$ cat config.mk
export PLATFORM = sky130hd
export DESIGN_NAME = load_store_unit
export DESIGN_NICKNAME = d
export VERILOG_FILES = /design/src/rtl/load_store_unit.sv
export SDC_FILE = /design/constraint.sdc
export NUM_CORES = 1
export LEC_CHECK = 0
export ABC_CLOCK_PERIOD_IN_PS = 2400
export CAP_MARGIN = 40
export CORE_MARGIN = 4
export CORE_UTILIZATION = 44
export DETAILED_ROUTE_END_ITERATION = 6
export GPL_ROUTABILITY_DRIVEN = 0
export GPL_TIMING_DRIVEN = 0
export PLACE_DENSITY = 0.83
export RECOVER_POWER = 100
export SLEW_MARGIN = 10
export SYNTH_ARGS = -nofsm -noshare
export SYNTH_HDL_FRONTEND = slang
export SYNTH_SLANG_ARGS = --single-unit
$ cat constraint.sdc
create_clock -name clock -period 2.4 [get_ports clock]
set_input_delay 0.24 -clock clock [delete_from_list [all_inputs] [get_ports clock]]
set_output_delay 0.24 -clock clock [all_outputs]
set_load 0.01 [all_outputs]
$ cat src/rtl/load_store_unit.sv
`default_nettype none
// ============================================================================
// Module   : load_store_unit
// Brief    : CPU load/store front end for a 32-bit big-endian longword bus.
//            Checks alignment, drives byte-lane strobes and replicated store
//            data, holds the bus for 1+WAIT_CYCLES cycles, then extracts and
//            extends the addressed lane for loads.
// Revision : 1.0 - initial release
// ============================================================================
module load_store_unit #(
    parameter int unsigned WAIT_CYCLES = 0
) (
    input  logic        clock,
    input  logic        reset_n,
    input  logic        req_valid,
    output logic        req_ready,
    input  logic        req_write,
    input  logic [1:0]  req_size,
    input  logic        req_signed,
    input  logic [31:0] req_address,
    input  logic [31:0] req_data,
    output logic        rsp_valid,
    output logic [31:0] rsp_data,
    output logic        rsp_error,
    output logic        bus_cs,
    output logic        bus_read,
    output logic        bus_write,
    output logic [29:0] bus_address,
    output logic [3:0]  bus_strobes,
    output logic [31:0] bus_data_out,
    input  logic [31:0] bus_data_in
);

    typedef enum logic [1:0] {
        S_IDLE    = 2'd0,
        S_ACCESS  = 2'd1,
        S_RESPOND = 2'd2
    } state_t;

    // Down-counter start value; the bus phase lasts one cycle more than this.
    localparam logic [3:0] c_wait_load = 4'(WAIT_CYCLES);

    state_t      r_state;
    logic        r_write;
    logic [1:0]  r_size;
    logic        r_signed;
    logic [1:0]  r_offset;
    logic [3:0]  r_count;

    logic        w_error;
    logic [3:0]  w_strobes;
    logic [31:0] w_store_data;
    logic [7:0]  w_byte;
    logic [15:0] w_half;
    logic [31:0] w_load_data;

    assign req_ready = (r_state == S_IDLE);

    // Decode the incoming request: alignment check, big-endian lane strobes and lane-replicated store data.
    always_comb begin
        w_error      = 1'b0;
        w_strobes    = 4'b0000;
        w_store_data = 32'd0;
        case (req_size)
            2'b00: begin
                w_strobes    = 4'b1000 >> req_address[1:0];
                w_store_data = {4{req_data[7:0]}};
            end
            2'b01: begin
                w_error      = req_address[0];
                w_strobes    = req_address[1] ? 4'b0011 : 4'b1100;
                w_store_data = {2{req_data[15:0]}};
            end
            2'b10: begin
                w_error      = |req_address[1:0];
                w_strobes    = 4'b1111;
                w_store_data = req_data;
            end
            default: begin
                w_error = 1'b1;
            end
        endcase
    end

    // Pick the addressed lane of the read data (offset 0 is the most significant byte) and extend it.
    always_comb begin
        w_byte      = 8'd0;
        w_load_data = 32'd0;
        case (r_offset)
            2'd0:    w_byte = bus_data_in[31:24];
            2'd1:    w_byte = bus_data_in[23:16];
            2'd2:    w_byte = bus_data_in[15:8];
            default: w_byte = bus_data_in[7:0];
        endcase
        w_half = r_offset[1] ? bus_data_in[15:0] : bus_data_in[31:16];
        case (r_size)
            2'b00:   w_load_data = {{24{r_signed & w_byte[7]}}, w_byte};
            2'b01:   w_load_data = {{16{r_signed & w_half[15]}}, w_half};
            default: w_load_data = bus_data_in;
        endcase
    end

    // Request sequencer: accept in IDLE, hold the bus through ACCESS, pulse the response in RESPOND.
    always_ff @(posedge clock or negedge reset_n) begin
        if (!reset_n) begin
            r_state      <= S_IDLE;
            r_write      <= 1'b0;
            r_size       <= 2'b00;
            r_signed     <= 1'b0;
            r_offset     <= 2'b00;
            r_count      <= 4'd0;
            rsp_valid    <= 1'b0;
            rsp_error    <= 1'b0;
            rsp_data     <= 32'd0;
            bus_cs       <= 1'b0;
            bus_read     <= 1'b0;
            bus_write    <= 1'b0;
            bus_address  <= 30'd0;
            bus_strobes  <= 4'b0000;
            bus_data_out <= 32'd0;
        end else begin
            case (r_state)
                S_IDLE: begin
                    if (req_valid) begin
                        r_write  <= req_write;
                        r_size   <= req_size;
                        r_signed <= req_signed;
                        r_offset <= req_address[1:0];
                        if (w_error) begin
                            // Bad requests skip the bus entirely and answer next cycle.
                            r_state   <= S_RESPOND;
                            rsp_valid <= 1'b1;
                            rsp_error <= 1'b1;
                            rsp_data  <= 32'd0;
                        end else begin
                            r_state      <= S_ACCESS;
                            r_count      <= c_wait_load;
                            bus_cs       <= 1'b1;
                            bus_read     <= ~req_write;
                            bus_write    <= req_write;
                            bus_address  <= req_address[31:2];
                            bus_strobes  <= w_strobes;
                            bus_data_out <= w_store_data;
                        end
                    end
                end
                S_ACCESS: begin
                    if (r_count == 4'd0) begin
                        // Last bus cycle: release the bus and latch the extracted read lane.
                        r_state     <= S_RESPOND;
                        bus_cs      <= 1'b0;
                        bus_read    <= 1'b0;
                        bus_write   <= 1'b0;
                        bus_strobes <= 4'b0000;
                        rsp_valid   <= 1'b1;
                        rsp_error   <= 1'b0;
                        rsp_data    <= r_write ? 32'd0 : w_load_data;
                    end else begin
                        r_count <= r_count - 4'd1;
                    end
                end
                S_RESPOND: begin
                    rsp_valid <= 1'b0;
                    r_state   <= S_IDLE;
                end
                default: begin
                    r_state <= S_IDLE;
                end
            endcase
        end
    end

endmodule
`default_nettype wire
==> impl_results.md <==
- Ports: 207
- Row cnt: 39
- Critical path data arrival time: 2560 ps
- Sequence of cells on the critical path: clkbuf_1 > clkbuf_1 > inv_1 > o22ai_1 > o2bb2ai_1 > o2bb2ai_1
- Pin count of the biggest net entering global routing: 64
- Final Instance Count excl. Fillers: 914
- Peak clock frequency supported by timing: 0.437 GHz
- Placed Cells incl. Taps: 881
- Number of buffers on the longest clock path: 2
- Sequential fraction of the synthesis area: 55.2%
- Final routed wire length divided by cell count: 19.6 µm
- Total length of routed wires: 18000 µm
- First-pass GRT wire length: 27700 µm
- Endpoint class of the critical path: register
- Leading post-synthesis cells by cell area: sky130_fd_sc_hd__dfrtp_1 55%, sky130_fd_sc_hd__nand2_1 10%, sky130_fd_sc_hd__nor2_1 3.5%
- Post-synthesis to final-layout area growth: 55.5%
- Std-Cell Core Area: 0.0115 mm²
- Switching power as a share of total power: 34.9%
- Worst Max-Slew Pin Slew: 1350 ps
- Syn Std Cell Area: 0.00521 mm²
- Post-CTS setup buffers: 0
- Proportion of synthesized area in mux cells: 4.78%
- Switch Pwr: 3.60 mW
- Part of the power in registers: 32.3%
- Initial antenna violation count: 0
- Total Die Area: 0.0136 mm²
- Number of routed nets with antenna violations: 0
- Number of violations of the max-capacitance limit: 0
- Share of synthesized cell area in full adder, half adder and majority cells: 0.480%
- Root buffer selected by CTS: sky130_fd_sc_hd__clkbuf_16
- Worst clock skew on the final layout: 16.3 ps
- Area share of and/or/nand/nor cells after synthesis: 18.1%
- Final-report max-slew violation count: 0
- Number of endpoints with negative hold slack in the final report: 0
- Worst slack, placed: -32.5 ps
- DIE HEIGHT: 117 µm
- Cell type contributing the most total cell area after synthesis: sky130_fd_sc_hd__dfrtp_1
- Yosys top cell area share: 55.2%
- Path class of the lowest-slack min-delay path: input port to register
- Category of the most critical setup path: register to register
- Htree depth: 4
- Clock group share of total power: 27.0%
- Dominant combinational cell family by area after synthesis: simple AND/OR/NAND/NOR gates
- Period utilisation layout: 95.3%
- Number of enable-type register cells in the synthesized netlist: 0
- CP Data Required Time: 2670 ps
- Starting density of the core: 45.3%
- Via count of the first global-routing pass: 5424
- Category of the worst setup path launch point: register
- Unrepaired setup endpoints after global routing: false
- Area share of xor/xnor cells in the synthesized design: 0.336%
- Fraction of final layout cells sized beyond drive strength 1: 7.26%
- Port buffer count: 204
- Predominant post-synthesis flop cell: sky130_fd_sc_hd__dfrtp_1
- Outcome: complete, no violations
- Setup WS post-layout: 113 ps
- Relative max-transition margin: 10.2%
- Combinational Power Share: 40.7%
- Peak VDD IR: 0.000671 V
- Total grt overflow: 0
- Yosys warns: 0
- Vias: 5172
- Power density of the placed cells: 1270 mW/mm²
- Clock network latency to the later pin of the worst-skew pair: 420 ps
- TritonCTS Sinks: 115
- Cell with the largest stage delay on the worst path: sky130_fd_sc_hd__clkbuf_1
- Top fanout value on the critical path: 10
- Clock-pin slew reported for the worst setup and hold paths after clock tree synthesis: 50 ps
- DRC violations left: 0
- Die width: 117 µm
- GRT Overall Usage: 26.6%
- Syn_area_per_cell: 9.78 µm²
- Cell internal power dissipation: 6.70 mW
- Count of cell types in the netlist: 48
- Detailed-placement wirelength estimate: 13000 µm
- Flip-flop and latch count after synthesis: 115
- Utilization of the core after routing: 70.4%
- Post-Syn Nets: 638
- Final Net Count: 863
- Via density per instance: 5.66
- Complex-gate fraction of the synthesized area: 17.2%
- Async set-reset flop share out of synthesis: 100%
- Maximum single-stage delay on the critical path: 570 ps
- Final setup vio count: 0
- Number of DRC violations after detailed-routing iteration 0: 455
- Number of CTS-inserted buffers: 17
- Total leakage power: 3.75 nW
- Final min period: 2290 ps
- TritonRoute pass-1 iters: 6
- TritonCTS clock tree: yes
- Cell count after synthesis: 533
- Diodes inserted: 0
-- power groups by stage --
stage	Clock (mW)	Combinational, mW	Sequential, mW
after CTS	2.81	4.50	3.37
after detailed placement	0	4.45	3.36
final	2.78	4.19	3.33
after floorplan	0	1.70	3.66
after global routing	2.91	4.56	3.44
after global placement	0	4.32	3.32
-- cell usage in the layout, fill, tap and decap left out, types with 7 or more instances in the layout --
cell and count:
sky130_fd_sc_hd__nor2_1 49, sky130_fd_sc_hd__o21ai_0 19, sky130_fd_sc_hd__a21oi_1 18, sky130_fd_sc_hd__o22ai_1 7, sky130_fd_sc_hd__a221o_1 16, sky130_fd_sc_hd__nand3_1 8
sky130_fd_sc_hd__clkbuf_16 17, sky130_fd_sc_hd__inv_1 8, sky130_fd_sc_hd__o2bb2ai_1 21, sky130_fd_sc_hd__a221oi_1 8, sky130_fd_sc_hd__nand2_1 144, sky130_fd_sc_hd__mux2i_1 17
sky130_fd_sc_hd__dlygate4sd3_1 105, sky130_fd_sc_hd__dfrtp_1 115, sky130_fd_sc_hd__clkdlybuf4s50_1 99, sky130_fd_sc_hd__clkbuf_1 28
-- worst max-delay path: cells and delay by family (launching register included) --
family	cells	cell delay (ps)
buffers and inverters	3	1250
flip-flops	1	320
AO/OA/AOI/OAI	3	590
-- path summary, 6_finish.rpt --
kind                                             start                           to  cells past startpoint  slack, ps
min in group asynchronous                      reset_n  bus_address[27]$_DFFE_PN0P_                      2        690
hold reg to reg            bus_data_out[6]$_DFFE_PN0P_  bus_data_out[6]$_DFFE_PN0P_                      2        470
hold / removal                             req_size[1]   bus_strobes[0]$_DFFE_PN0P_                      3        330
setup / recovery               r_offset[1]$_DFFE_PN0P_      rsp_data[8]$_DFFE_PN0P_                      6        110
setup reg to reg               r_offset[1]$_DFFE_PN0P_      rsp_data[8]$_DFFE_PN0P_                      6        110
max in group asynchronous                      reset_n          r_write$_DFFE_PN0P_                      3        510
-- registers in the layout, summed over array words and instances (netlist names) --
| signal | cells |
|---|---|
| bus_address | 30 |
| bus_cs | 1 |
| bus_data_out | 32 |
| bus_read | 1 |
| bus_strobes | 4 |
| bus_write | 1 |
| r_count | 4 |
| r_offset | 2 |
| r_signed | 1 |
| r_size | 2 |
| r_state | 2 |
| r_write | 1 |
| rsp_data | 32 |
| rsp_error | 1 |
| rsp_valid | 1 |
-- kinds of logic after synthesis --
family	after synthesis
simple gates	225
compound gates	119
flops	115
buf+inv	46
mux	24
xor+xnor	2
fa+ha+maj	2
-- cells in the mapped netlist (all sizes together) (3+ instances only) --
cell and instances:
nor2 49, dfrtp 115, a21oi 19, mux2 7, nor3 3, a221o 16, clkbuf 24, nand2b 4
o22ai 7, a221oi 8, a211oi 6, or3 6, buf 13, o21ai 20, o2bb2ai 21, o31ai 4
mux2i 17, inv 8, a22o 3, nand2 144, nand3 8, a311o 6
-- per-stage QoR --
stage	setup TNS, ps	area [µm²]	hold WS, ps	power [mW]
2_1_floorplan	0	5210	-55.6	5.35
3_3_place_gp	-371830	7430	458	7.64
3_5_place_dp	-129	7460	230	7.82
4_1_cts	0	8130	322	10.7
5_1_grt	0	8100	339	10.9
6_report	0	8100	334	10.3
-- timing repair --
action                                 CTS  global route
hold buffers                             1             0
endpoints found under the hold margin   52             0
setup endpoints to repair                0            21
resized for setup                        0             5
-- metal layers --
| metal | GRT usage, % | wire length, µm |
|---|---|---|
| met5 | 0 | 0 |
| met4 | 9.86 | 424 |
| met3 | 12.9 | 2200 |
| met1 | 29.3 | 6570 |
| met2 | 44.5 | 8760 |
-- layout make-up --
class	count	area (µm²)
Fill cell	817	3410
Sequential cell	115	2880
Multi-Input combinational cell	372	2130
Timing Repair Buffer	206	2060
Clock buffer	24	512
Tap cell	143	179
Buffer	37	164
Clock inverter	8	145
Inverter	9	33.8
Note: power is estimated with default switching activity, not from simulation.
